### src/rtl/fb_pkg.sv
// ----------------------------------------------------------------------------
// fb_pkg
// Shared definitions for the framebuffer AXI initiators (fb_reader, fb_writer).
//   AXI_RESP_OKAY : AXI OKAY response code
//   FB_ADDR_WIDTH : default framebuffer byte-address width
//   fb_addr_t     : framebuffer address at the default width
// ----------------------------------------------------------------------------
package fb_pkg;

    localparam logic [1:0] AXI_RESP_OKAY = 2'b00;

    localparam int unsigned FB_ADDR_WIDTH = 20;

    typedef logic [FB_ADDR_WIDTH-1:0] fb_addr_t;

endpackage

### src/rtl/sync_fifo.sv
// ----------------------------------------------------------------------------
// sync_fifo
// Single-clock FIFO. The head entry comes from storage written on an earlier
// edge, so there is no write-to-read fall-through. The head reads as zero
// while the FIFO is empty.
// Ports:
//   clk, rst_n  : clock, asynchronous active-low reset
//   i_wr_en     : push i_wr_data (ignored when full and not popping)
//   i_rd_en     : pop the head entry (ignored when empty)
//   o_rd_data   : head entry
//   o_full      : DEPTH entries stored
//   o_empty     : no entries stored
// ----------------------------------------------------------------------------
module sync_fifo #(
    parameter int unsigned WIDTH = 16,
    parameter int unsigned DEPTH = 4
) (
    input  logic             clk,
    input  logic             rst_n,
    input  logic             i_wr_en,
    input  logic [WIDTH-1:0] i_wr_data,
    input  logic             i_rd_en,
    output logic [WIDTH-1:0] o_rd_data,
    output logic             o_full,
    output logic             o_empty
);

    localparam int unsigned PW = $clog2(DEPTH);

    logic [WIDTH-1:0] r_mem [DEPTH];
    logic [PW-1:0]    r_wr_ptr;
    logic [PW-1:0]    r_rd_ptr;
    logic [PW:0]      r_count;
    logic             w_push;
    logic             w_pop;

    assign o_empty   = (r_count == '0);
    assign o_full    = (r_count == (PW+1)'(DEPTH));
    assign w_pop     = i_rd_en & ~o_empty;
    // A full FIFO can still accept a push in the cycle its head is popped.
    assign w_push    = i_wr_en & (~o_full | w_pop);
    assign o_rd_data = o_empty ? '0 : r_mem[r_rd_ptr];

    always_ff @(posedge clk or negedge rst_n) begin
        if (!rst_n) begin
            r_wr_ptr <= '0;
            r_rd_ptr <= '0;
            r_count  <= '0;
        end else begin
            if (w_push) begin
                r_wr_ptr <= r_wr_ptr + PW'(1);
            end
            if (w_pop) begin
                r_rd_ptr <= r_rd_ptr + PW'(1);
            end
            if (w_push & ~w_pop) begin
                r_count <= r_count + (PW+1)'(1);
            end else if (~w_push & w_pop) begin
                r_count <= r_count - (PW+1)'(1);
            end
        end
    end

    // Storage needs no reset: entries are only visible after being written.
    always_ff @(posedge clk) begin
        if (w_push) begin
            r_mem[r_wr_ptr] <= i_wr_data;
        end
    end

endmodule

### src/rtl/fb_reader.sv
// ----------------------------------------------------------------------------
// fb_reader
// Framebuffer read initiator. Pixel read requests are turned into single-beat
// AXI reads; R beats are buffered and returned in request order on a
// valid/ready response stream. A credit counter bounds the requests in flight
// (accepted, not yet consumed) to DEPTH so every outstanding read has a FIFO
// slot and rready can be tied high.
// Ports:
//   clk, rst_n                   : clock, asynchronous active-low reset
//   req_valid/req_ready/req_addr : pixel read request stream
//   resp_valid/resp_ready        : pixel response stream
//   resp_color                   : rdata[PIXEL_BITS-1:0]
//   resp_err                     : beat carried a non-OKAY rresp
//   sram_axi_ar*                 : AXI read address channel (master)
//   sram_axi_r*                  : AXI read data channel (master, rready = 1)
// Build option:
//   FB_READER_RRESP_CHECK_EN defined : rresp != OKAY is stored per entry and
//                                      presented on resp_err with its pixel.
//   undefined                        : resp_err tied 0, rresp ignored.
// ----------------------------------------------------------------------------
module fb_reader
    import fb_pkg::*;
#(
    parameter int unsigned PIXEL_BITS     = 16,
    parameter int unsigned AXI_ADDR_WIDTH = FB_ADDR_WIDTH,
    parameter int unsigned AXI_DATA_WIDTH = 16,
    parameter int unsigned DEPTH          = 4
) (
    input  logic                      clk,
    input  logic                      rst_n,
    input  logic                      req_valid,
    output logic                      req_ready,
    input  logic [AXI_ADDR_WIDTH-1:0] req_addr,
    output logic                      resp_valid,
    input  logic                      resp_ready,
    output logic [PIXEL_BITS-1:0]     resp_color,
    output logic                      resp_err,
    output logic [AXI_ADDR_WIDTH-1:0] sram_axi_araddr,
    output logic                      sram_axi_arvalid,
    input  logic                      sram_axi_arready,
    input  logic [AXI_DATA_WIDTH-1:0] sram_axi_rdata,
    input  logic [1:0]                sram_axi_rresp,
    input  logic                      sram_axi_rvalid,
    output logic                      sram_axi_rready
);

    localparam int unsigned   CW         = $clog2(DEPTH) + 1;
    localparam logic [CW-1:0] CREDIT_MAX = CW'(DEPTH);
`ifdef FB_READER_RRESP_CHECK_EN
    localparam int unsigned   ENTRY_W    = PIXEL_BITS + 1;
`else
    localparam int unsigned   ENTRY_W    = PIXEL_BITS;
`endif

    logic [CW-1:0]             r_credits;
    logic [AXI_ADDR_WIDTH-1:0] r_araddr;
    logic                      r_arvalid;
    logic                      w_req_hs;
    logic                      w_resp_hs;
    logic                      w_fifo_full;
    logic                      w_fifo_empty;
    logic [ENTRY_W-1:0]        w_push_data;
    logic [ENTRY_W-1:0]        w_head;
    logic                      w_unused;

    // The AR slot must be free (or draining this cycle) for a new request.
    assign req_ready        = (r_credits != CREDIT_MAX) & (~r_arvalid | sram_axi_arready);
    assign w_req_hs         = req_valid & req_ready;
    assign w_resp_hs        = resp_valid & resp_ready;
    assign sram_axi_araddr  = r_araddr;
    assign sram_axi_arvalid = r_arvalid;
    assign sram_axi_rready  = 1'b1;

    always_ff @(posedge clk or negedge rst_n) begin
        if (!rst_n) begin
            r_credits <= '0;
        end else if (w_req_hs & ~w_resp_hs) begin
            r_credits <= r_credits + CW'(1);
        end else if (~w_req_hs & w_resp_hs) begin
            r_credits <= r_credits - CW'(1);
        end
    end

    always_ff @(posedge clk or negedge rst_n) begin
        if (!rst_n) begin
            r_araddr  <= '0;
            r_arvalid <= 1'b0;
        end else if (w_req_hs) begin
            r_araddr  <= req_addr;
            r_arvalid <= 1'b1;
        end else if (sram_axi_arready) begin
            r_arvalid <= 1'b0;
        end
    end

`ifdef FB_READER_RRESP_CHECK_EN
    assign w_push_data = {(sram_axi_rresp != AXI_RESP_OKAY), sram_axi_rdata[PIXEL_BITS-1:0]};
    assign resp_err    = w_head[PIXEL_BITS];
    assign w_unused    = w_fifo_full;
`else
    assign w_push_data = sram_axi_rdata[PIXEL_BITS-1:0];
    assign resp_err    = 1'b0;
    assign w_unused    = ^{w_fifo_full, sram_axi_rresp};
`endif

    if (AXI_DATA_WIDTH > PIXEL_BITS) begin : g_rdata_upper
        logic w_unused_upper;
        assign w_unused_upper = ^sram_axi_rdata[AXI_DATA_WIDTH-1:PIXEL_BITS];
    end

    assign resp_valid = ~w_fifo_empty;
    assign resp_color = w_head[PIXEL_BITS-1:0];

    sync_fifo #(
        .WIDTH (ENTRY_W),
        .DEPTH (DEPTH)
    ) u_resp_fifo (
        .clk       (clk),
        .rst_n     (rst_n),
        .i_wr_en   (sram_axi_rvalid),
        .i_wr_data (w_push_data),
        .i_rd_en   (resp_ready),
        .o_rd_data (w_head),
        .o_full    (w_fifo_full),
        .o_empty   (w_fifo_empty)
    );

    // An R beat with no request in flight means the slave broke the protocol.
    a_r_in_window: assert property (
        @(posedge clk) disable iff (!rst_n) sram_axi_rvalid |-> (r_credits != '0)
    );

endmodule

### config.mk
export PLATFORM = sky130hd
export DESIGN_NAME = fb_reader
export DESIGN_NICKNAME = d
export VERILOG_FILES = /design/src/rtl/fb_pkg.sv /design/src/rtl/sync_fifo.sv /design/src/rtl/fb_reader.sv
export SDC_FILE = /design/constraint.sdc
export NUM_CORES = 1
export LEC_CHECK = 0
export BUFFER_PORTS_ARGS = -buffer_cell sky130_fd_sc_hd__clkbuf_2
export CORE_MARGIN = 2
export CORE_UTILIZATION = 34
export DETAILED_ROUTE_END_ITERATION = 16
export GPL_ROUTABILITY_DRIVEN = 0
export HOLD_SLACK_MARGIN = 0.03
export PLACE_DENSITY = 0.53
export SLEW_MARGIN = 20
export SYNTH_ARGS = -nofsm -noshare
export SYNTH_HDL_FRONTEND = slang
export SYNTH_SLANG_ARGS = --single-unit
### constraint.sdc
create_clock -name clk -period 2.4 [get_ports clk]
set_clock_uncertainty 0.2 [all_clocks]
set_input_delay 0.12 -clock clk [delete_from_list [all_inputs] [get_ports clk]]
set_output_delay 0.12 -clock clk [all_outputs]
set_load 0.01 [all_outputs]
; ---- Word-level counts from Yosys, hierarchy flattened
; Memory sizes are Yosys's and may differ from the RTL's.
; Index checks and enable logic that the tools add are counted.
[totals]
regBits = 31
mem_bits_rw = 64
inputBits = 44
out_inout_bits = 41
n_memories = 1
[mem_list]
columns = name, words, width, rd, rd_ports_with_merged_regs, wr, line
row1 = u_resp_fifo.r_mem, 4, 16, 1, 0, 1, sync_fifo.sv:30  ; logic [WIDTH-1:0] r_mem [DEPTH];
[op_classes]
n_addsub = 6
n_eq_ne = 2
muxes = 9
n_bitwise = 16
n_reduce_logical = 4
[ops]
columns = operator, count
row1 = two-way mux 16 bit, 1
row2 = two-way mux 3 bit, 4
row3 = bitwise AND 1 bit, 8
row4 = "adder 3 x 1 -> 3 bit, second input constant", 2
row5 = NOT 1 bit, 6
row6 = nonzero test 2 bit, 3
row7 = "subtractor 3 x 1 -> 3 bit, second input constant", 2
row8 = "adder 2 x 1 -> 2 bit, second input constant", 2
row9 = two-way mux 1 bit, 4
row10 = "== test 3 bit, second input constant", 1
row11 = zero test 3 bit, 1
row12 = "inequality test 3 bit, second input constant", 1
row13 = bitwise OR 1 bit, 2

; ---- Longest topological paths before layout
; Gate-level depths: netlist (run 1).
[depth]
word_depth = 9
ltp_mapped = 10
depth_no_buf = 9

; ---- Modules after synthesis
; A second synthesis (run 1) with hierarchy kept.
[hier_totals]
cells_unflattened = 203
area_unflattened_um2 = 4036.4
[modules_own_cells]
columns = mod, instances, cells_per_inst, area_per_inst_um2, seq_area_each_um2
row1 = sync_fifo, 1, 137, 2945.3, 2097.0
row2 = fb_reader, 1, 66, 1091.0, 600.6

; ---- Worst setup path after synthesis (run 1)
; No wires, ideal clock.
[synth_timing]
path_type = flip-flop to flip-flop
from = reg r_credits[0]
to = reg r_credits[1]
arrival_time_ns = 2.002
t_required_ns = 2.075
path_slack_ns = 0.074
path_stages_with_launch = 9
synth_period_minus_slack_ns = 2.326
cell_sequence = dfrtp_1 > or3b_1 > nand3_2 > inv_2 > buf_6 > ha_1 > inv_1 > fa_1 > mux2_2
[synth_via]
elab_chain_len = 6
elab_cells_between_ends = 11
classes_between = add/sub: 2 / eq/ne: 1 / mux: 2 / bitwise: 5 / reduce/logical: 1
[synth_rtl]
columns = element, line
row1 = "start, declared", fb_reader.sv:55  ; logic [CW-1:0] r_credits;
row2 = "start signal, assigned", fb_reader.sv:78  ; r_credits <= r_credits + CW'(1);
row3 = "start signal, assigned", fb_reader.sv:80  ; r_credits <= r_credits - CW'(1);
row4 = inequality test 3 bit (*), fb_reader.sv:67  ; assign req_ready = (r_credits != CREDIT_MAX) & (~r_arvalid | sram_axi_arready);
row5 = bitwise AND 1 bit (*), fb_reader.sv:67
row6 = bitwise AND 1 bit (*), fb_reader.sv:68  ; assign w_req_hs = req_valid & req_ready;
row7 = via w_req_hs, fb_reader.sv:58  ; logic w_req_hs;
row8 = NOT 1 bit, fb_reader.sv:79  ; end else if (~w_req_hs & w_resp_hs) begin
row9 = bitwise AND 1 bit, fb_reader.sv:79
row10 = nonzero test 2 bit (no source line), n/a
; The timed path passes the listed nets; every way through them passes the cells marked *. The select of a mux whose other input is x is not followed.
; A chain may end at the register's enable or synchronous reset.

; ---- Worst setup path in the final report (run 1)
[layout_timing]
from = reg u_resp_fifo.r_count[0]
to = reg u_resp_fifo.r_count[2]
[layout_via]
elab_chain_len = 8
elab_cells_between_ends = 16
classes_between = add/sub: 2 / eq/ne: 1 / mux: 2 / bitwise: 9 / reduce/logical: 2
[layout_rtl]
columns = element, line
row1 = "start, declared", sync_fifo.sv:33  ; logic [PW:0] r_count;
row2 = "start signal, assigned", sync_fifo.sv:57  ; r_count <= r_count + (PW+1)'(1);
row3 = "start signal, assigned", sync_fifo.sv:59  ; r_count <= r_count - (PW+1)'(1);
row4 = zero test 3 bit, sync_fifo.sv:37  ; assign o_empty = (r_count == '0);
row5 = NOT 1 bit, sync_fifo.sv:39  ; assign w_pop = i_rd_en & ~o_empty;
row6 = bitwise AND 1 bit, sync_fifo.sv:39
row7 = bitwise OR 1 bit, sync_fifo.sv:41  ; assign w_push = i_wr_en & (~o_full | w_pop);
row8 = bitwise AND 1 bit, sync_fifo.sv:41
row9 = NOT 1 bit, sync_fifo.sv:58  ; end else if (~w_push & w_pop) begin
row10 = bitwise AND 1 bit, sync_fifo.sv:58
row11 = nonzero test 2 bit (no source line), n/a
; Several ways; a longest one is shown, not always the timed one. The select of a mux whose other input is x is not followed.

==> results of run 1 <==
==> layer usage <==
layer	wire [um]	vias to the layer above	track usage (%)
li1	-	997	-
met1	3120	1005	15.9
met2	3400	75	19.6
met3	394	8	4.32
met4	67	0	3.00
met5	0	-	0
==> per-stage QoR <==
stage	cell area (um2)	setup WS (ps)	util (%)	hold WS [ps]	total power, mW
after global placement	4440	114	39.4	60.2	4.57
after floorplan	3880	73.7	-	-376	3.89
after CTS	5140	79.5	45.6	67.8	6.04
after global routing	5150	9.77	45.7	138	6.33
final	5150	156	45.7	85.6	5.94
after detailed placement	4440	72.1	39.4	57.7	4.59
==> synthesized netlist by cell type <==
cell type | count | area (um2)
nand2b_1 | 1 | 6.26
xor2_1 | 3 | 26.3
mux2_2 | 4 | 45.0
xnor2_1 | 6 | 52.6
clkbuf_1 | 2 | 7.51
nand3_2 | 1 | 10.0
or3b_1 | 1 | 8.76
buf_6 | 3 | 33.8
mux4_2 | 16 | 360
buf_2 | 2 | 10.0
edfxtp_1 | 64 | 1920
dfrtp_1 | 31 | 776
conb_1 | 2 | 7.51
inv_1 | 5 | 18.8
fa_1 | 2 | 40.0
nand2_1 | 2 | 7.51
buf_4 | 3 | 22.5
or3_1 | 1 | 6.26
inv_2 | 1 | 3.75
ha_1 | 6 | 75.1
and2_1 | 21 | 131
nor2_1 | 2 | 7.51
o41a_1 | 1 | 11.3
mux2_4 | 19 | 285
nand3_1 | 1 | 5.00
==> kinds of logic (layout without fill, tap and decap cells) <==
group | Yosys count | in the layout
fa+ha+maj | 8 | 8
simple gates | 30 | 30
other cells | 2 | 2
buf+inv | 16 | 150
mux | 39 | 39
flops | 95 | 95
xor+xnor | 9 | 9
compound gates | 1 | 1
==> how the worst max path moves through the flow <==
stage / depth (start not counted) / endpoint / startpoint / slack, ps
final: 8 / u_resp_fifo.r_count[2] / u_resp_fifo.r_count[0] / 160
after global routing: 8 / r_credits[2] / u_resp_fifo.r_count[0] / 10
after CTS: 8 / r_credits[2] / u_resp_fifo.r_count[0] / 80
after detailed placement: 8 / r_credits[2] / u_resp_fifo.r_count[0] / 70
after global placement: 8 / r_credits[2] / u_resp_fifo.r_count[0] / 110
after floorplan: 8 / r_credits[1] / r_credits[0] / 70
==> area by class of cell <==
cell class / count / area [um2] / area share, %
flip-flops and latches: 95 / 2700 / 52.4
multi-input cells: 89 / 1090 / 21.2
repair buffers: 128 / 863 / 16.8
clock buffers: 9 / 225 / 4.38
well taps: 143 / 179 / 3.48
clock inverters: 7 / 66.3 / 1.29
inverters: 6 / 22.5 / 0.438
==> power by group <==
part / switching [mW] / total, mW / internal [mW] / leakage, nW
registers: 0.206 / 2.44 / 2.23 / 0.948
logic: 0.997 / 2.13 / 1.14 / 0.998
clock network: 0.640 / 1.37 / 0.726 / 0.143
total: 1.84 / 5.94 / 4.10 / 2.09
==> worst register-to-register path, cell delays in order (launching register included) <==
cell and delay (ps):
dfrtp_2 440, or3_1 410, nand2_2 110, ha_1 190, inv_1 60, fa_1 370, xor2_1 150, nor2_1 120
xnor2_1 130
==> timing repair <==
action                                 CTS  global route
endpoints found under the hold margin  118             0
hold buffers                            41             0
setup endpoints to repair                0             2
resized for setup                        0             3
==> registers in the layout, indices dropped and copies added, names as in the netlist <==
register              cells
sram_axi_araddr          20
u_resp_fifo.r_mem        64
r_credits                 3
u_resp_fifo.r_wr_ptr      2
u_resp_fifo.r_count       3
sram_axi_arvalid          1
u_resp_fifo.r_rd_ptr      2
==> impl_metrics.csv, run 1 <==
group,metric,value,unit
yosys,synth_compound_area_share,0.290,%
routing,wl_per_cell,14.6,um
yosys,synth_xor_xnor_area_share,2.03,%
die,pin_count,85,
routing,vias,2085,
layout,area_delta_synth_final,32.6,%
sta,setup_tns,0,ps
yosys,synth.avg_cell_area,19.4,um2
cts,htree_levels,3,
routing,first_pass_iters,4,
power,ir_drop,0.000565,V
yosys,synth_top_family_by_area,"multiplexers",
power,p_leak,2.09,nW
die,coreArea,11300,um2
placement,port_buffers,80,
sta,max_slew_margin,40.2,%
cts,cts_tree,"built",
cts,clock_sinks,95,
setup_path,r2r_end,"u_resp_fifo.r_count[2]",
sta,worst_slew_pin_slew,897,ps
cts,clk_pin_slew,70,ps
routing,dr.first_iter.drc_count,89,
setup_path,cp.required,2460,ps
setup_path,cp-end-kind,"flop",
setup_path,crit_family,"simple AND/OR/NAND/NOR gates",
sta,fmax,446,MHz
setup_path,critPathMaxStageDelay,440,ps
routing,ant_nets,0,
yosys,synthMuxAreaShare,17.8,%
cts,clockBufferDepth,2,
yosys,synth_cell_type_count,25,
worst_hold_path,worstHoldStart,"sram_axi_rvalid",
setup_path,worstPathArrival,2300,ps
setup_path,critPathLaunchType,"flop",
yosys,syn_nets,252,
layout,final_cell_mix,"clkbuf_2 (80), edfxtp_1 (64), dlygate4sd3_1 (41), dfrtp_1 (30), and2_1 (21)",
outcome,outcome,"finished, final reports clean",
layout,drive_gt1_share,43.7,%
layout,nets,381,
yosys,ys_seq_area_share,69.5,%
sta,maxSlewViolCount,0,
die,die-area,12300,um2
die,start_util,34.4,%
setup_path,r2r_setup_slack,160,ps
cts,cts_setup_buffers,0,
grt,overflow,0,
yosys,yosysWarnings,0,
setup_path,cp_num_buf_inv,1,
power,power.density,1150,nW/um2
worst_hold_path,worstHoldEndpoint,"u_resp_fifo.r_wr_ptr[0]",
layout,fin_cells,477,
sta,setup_viol,0,
yosys,synthSimpleGateAreaFrac,4.71,%
sta,finalCritPeriodShare,93.5,%
layout,antenna_cells,0,
routing,drt-total-wl,6990,um
layout,layout_commonest_cell,"clkbuf_2",
cts,insertion_delay,330,ps
setup_path,crit_path_top_delay_cell,"dfrtp_2",
setup_path,r2r_start,"u_resp_fifo.r_count[0]",
yosys,synthAdderAreaFrac,2.97,%
grt,grt_max_degree,32,
placement,placed_cells,420,
routing,drc,0,
die,row_count,39,
layout,fillers,987,
setup_path,path_cells,"or3_1 > nand2_2 > ha_1 > inv_1 > fa_1 > xor2_1 > nor2_1 > xnor2_1",
setup_path,reg2reg_depth,8,
grt,grt_usage,12.2,%
sta,hold_violations,0,
yosys,synthCells,200,
cts,cts_buffers,9,
routing,viasPerCell,4.37,
worst_hold_path,hold_depth,4,
grt,grt_pass1_vias,2255,
sta,period_needed,2240,ps
worst_hold_path,hold_path.class,"primary input to flop",
placement,dp_hpwl,4270,um
yosys,ys_seq_elements,95,
setup_path,critical_path_class,"flop to flop",
sta,grt_setup_unrepaired,"false",
die,die_x,111,um
grt,antenna_found_initial,0,
die,die_height,111,um
job,maxCapViolCount,0,
grt,grt_pass1_wl,11600,um
setup_path,critPathMaxFanout,4,
yosys,synth_area,3880,um2
cts,root_buffer,"clkbuf_16",
(Power assumes the default switching activity.)
==> run 2, diff against run 1 <==
PLACE_DENSITY = 0.66   (was 0.53)
clock period = 2.85 ns   (was 2.4 ns; I/O delays follow)
==> run 2 against run 1 <==
Core utilization rose by 0.16 points; critical path depth fell by 3; maximum frequency fell by 6.8%; total power fell by 14%; highest routed layer unchanged; final cell count fell by 0.63%; global-route usage fell by 0.31 points; largest cell class unchanged.
==> impl_metrics.csv, run 2 (same netlist as run 1, synthesis figures left out) <==
group,metric,value,unit
die,die-area,12300,um2
sta,hold_violations,0,
placement,port_buffers,80,
cts,clockBufferDepth,2,
power,power_switching,1.57,mW
cts,clk_pin_slew,70,ps
layout,nets,378,
die,coreArea,11300,um2
placement,placed_cells,417,
worst_hold_path,hold_path.class,"primary input to flop",
routing,ant_nets,0,
setup_path,critPathMaxFanout,3,
setup_path,r2r_setup_slack,440,ps
routing,first_pass_iters,4,
sta,setup_viol,0,
cts,cts_buffers,9,
sta,period_needed,2410,ps
die,pin_count,85,
sta,maxSlewViolCount,0,
placement,pre_cts_slack,530,ps
setup_path,crit_top_cell,"dlygate4sd3_1",
routing,vias,2119,
grt,grt.busiest_layer,"met2",
power,power.density,993,nW/um2
sta,whs,64.7,ps
sta,worst_slew_pin_slew,882,ps
routing,drc,0,
power,total_power,5.13,mW
power,p_leak,2.10,nW
setup_path,cp.required,2870,ps
setup_path,path_cells,"or3b_1 > nand3_2 > dlygate4sd3_1 > nand2_1 > dlygate4sd3_1",
grt,use_met1,15.2,%
cts,htree_levels,3,
layout,final_cell_mix,"clkbuf_2 (80), edfxtp_1 (64), dlygate4sd3_1 (41), dfrtp_1 (31), and2_1 (21)",
grt,grt_pass1_wl,11500,um
die,row_count,39,
cts,clock_sinks,95,
sta,fmax,416,MHz
routing,viasPerCell,4.47,
sta,max_slew_margin,41.2,%
placement,dp_hpwl,4400,um
layout,drive_gt1_share,42.6,%
sta,setup_tns,0,ps
power,p_int,3.56,mW
layout,antenna_cells,0,
power,combPwrFrac,34.6,%
power,p_seq_share,40.8,%
sta,grt_setup_unrepaired,"false",
setup_path,critPathLaunchType,"flop",
grt,antenna_found_initial,0,
setup_path,critPathMaxStageDelay,560,ps
power,swShare,30.6,%
grt,grt_util_met3,3.94,%
power,ir_drop,0.000449,V
grt,grt_usage,11.9,%
grt,grt_pass1_vias,2319,
sta,finalWorstSetupSlack,444,ps
die,die_x,111,um
grt,grt_max_degree,32,
routing,dr.first_iter.drc_count,51,
setup_path,cp-end-kind,"flop",
die,die_height,111,um
layout,area_delta_synth_final,33.1,%
layout,layout_commonest_cell,"clkbuf_2",
setup_path,worstPathArrival,2430,ps
setup_path,critical_path_class,"flop to flop",
cts,insertion_delay,330,ps
cts,cts_tree,"built",
layout,largest_reg_flops,64,
layout,fin_cells,474,
routing,drt-total-wl,6850,um
setup_path,crit_path_top_delay_cell,"dlygate4sd3_1",
outcome,outcome,"finished, final reports clean",
die,start_util,34.4,%
routing,wl_per_cell,14.5,um
cts,cts_resized,0,
job,maxCapViolCount,0,
sta,finalCritPeriodShare,84.4,%
power,pwr-share-clk,24.6,%
layout,top_register,"u_resp_fifo.r_mem",
cts,cts_setup_buffers,0,
grt,overflow,0,
cts,root_buffer,"clkbuf_16",
grt,grt_use_met2,19.7,%
run 2: power groups by stage:
stage / clock network [mW] / registers, mW / logic (mW)
floorplan: 0 / 2.09 / 1.18
global placement: 0 / 2.10 / 1.72
detailed placement: 0 / 2.11 / 1.76
CTS: 1.30 / 2.09 / 1.81
global route: 1.36 / 2.14 / 1.94
finish: 1.26 / 2.09 / 1.77
run 2: worst max-delay path, delay by kind of cell, from the launching register on:
kind          cells  cell delay, ps
buf+inv           2            1110
simple gates      3             570
flops             1             420
run 2: per-stage QoR:
step,instance area [um2],util (%)
finish,5160,45.8
global route,5160,45.8
CTS,5160,45.8
detailed placement,4430,39.3
global placement,4430,39.3
floorplan,3880,-
run 2: layout make-up:
cell class,count,area [um2]
clock inverter,7,100
fill,955,6110
multi-input combinational,89,1090
clock buffer,9,225
sequential,95,2700
timing repair buffer,125,853
tap,143,179
inverter,6,22.5
run 2: path summary, 6_finish.rpt:
kind / endpoint / start / depth (start not counted)
max reg2reg: sram_axi_arvalid / r_credits[0] / 5
max in group asynchronous: sram_axi_araddr[1] / rst_n / 2
min: u_resp_fifo.r_wr_ptr[0] / sram_axi_rvalid / 3
min in group asynchronous: sram_axi_araddr[11] / rst_n / 2
max: sram_axi_arvalid / r_credits[0] / 5
min reg2reg: r_credits[2] / r_credits[2] / 1
run 2: routing by layer:
| layer | wire length [um] | vias to the layer above |
|---|---|---|
| met1 | 3030 | 1042 |
| met2 | 3340 | 76 |
| met5 | 0 | - |
| met4 | 59 | 0 |
| li1 | - | 994 |
| met3 | 426 | 7 |
run 2: timing repair:
action / in CTS / in global routing
hold endpoints to repair: 118 / 0
setup endpoints to repair: 0 / 0
hold buffers: 41 / 0
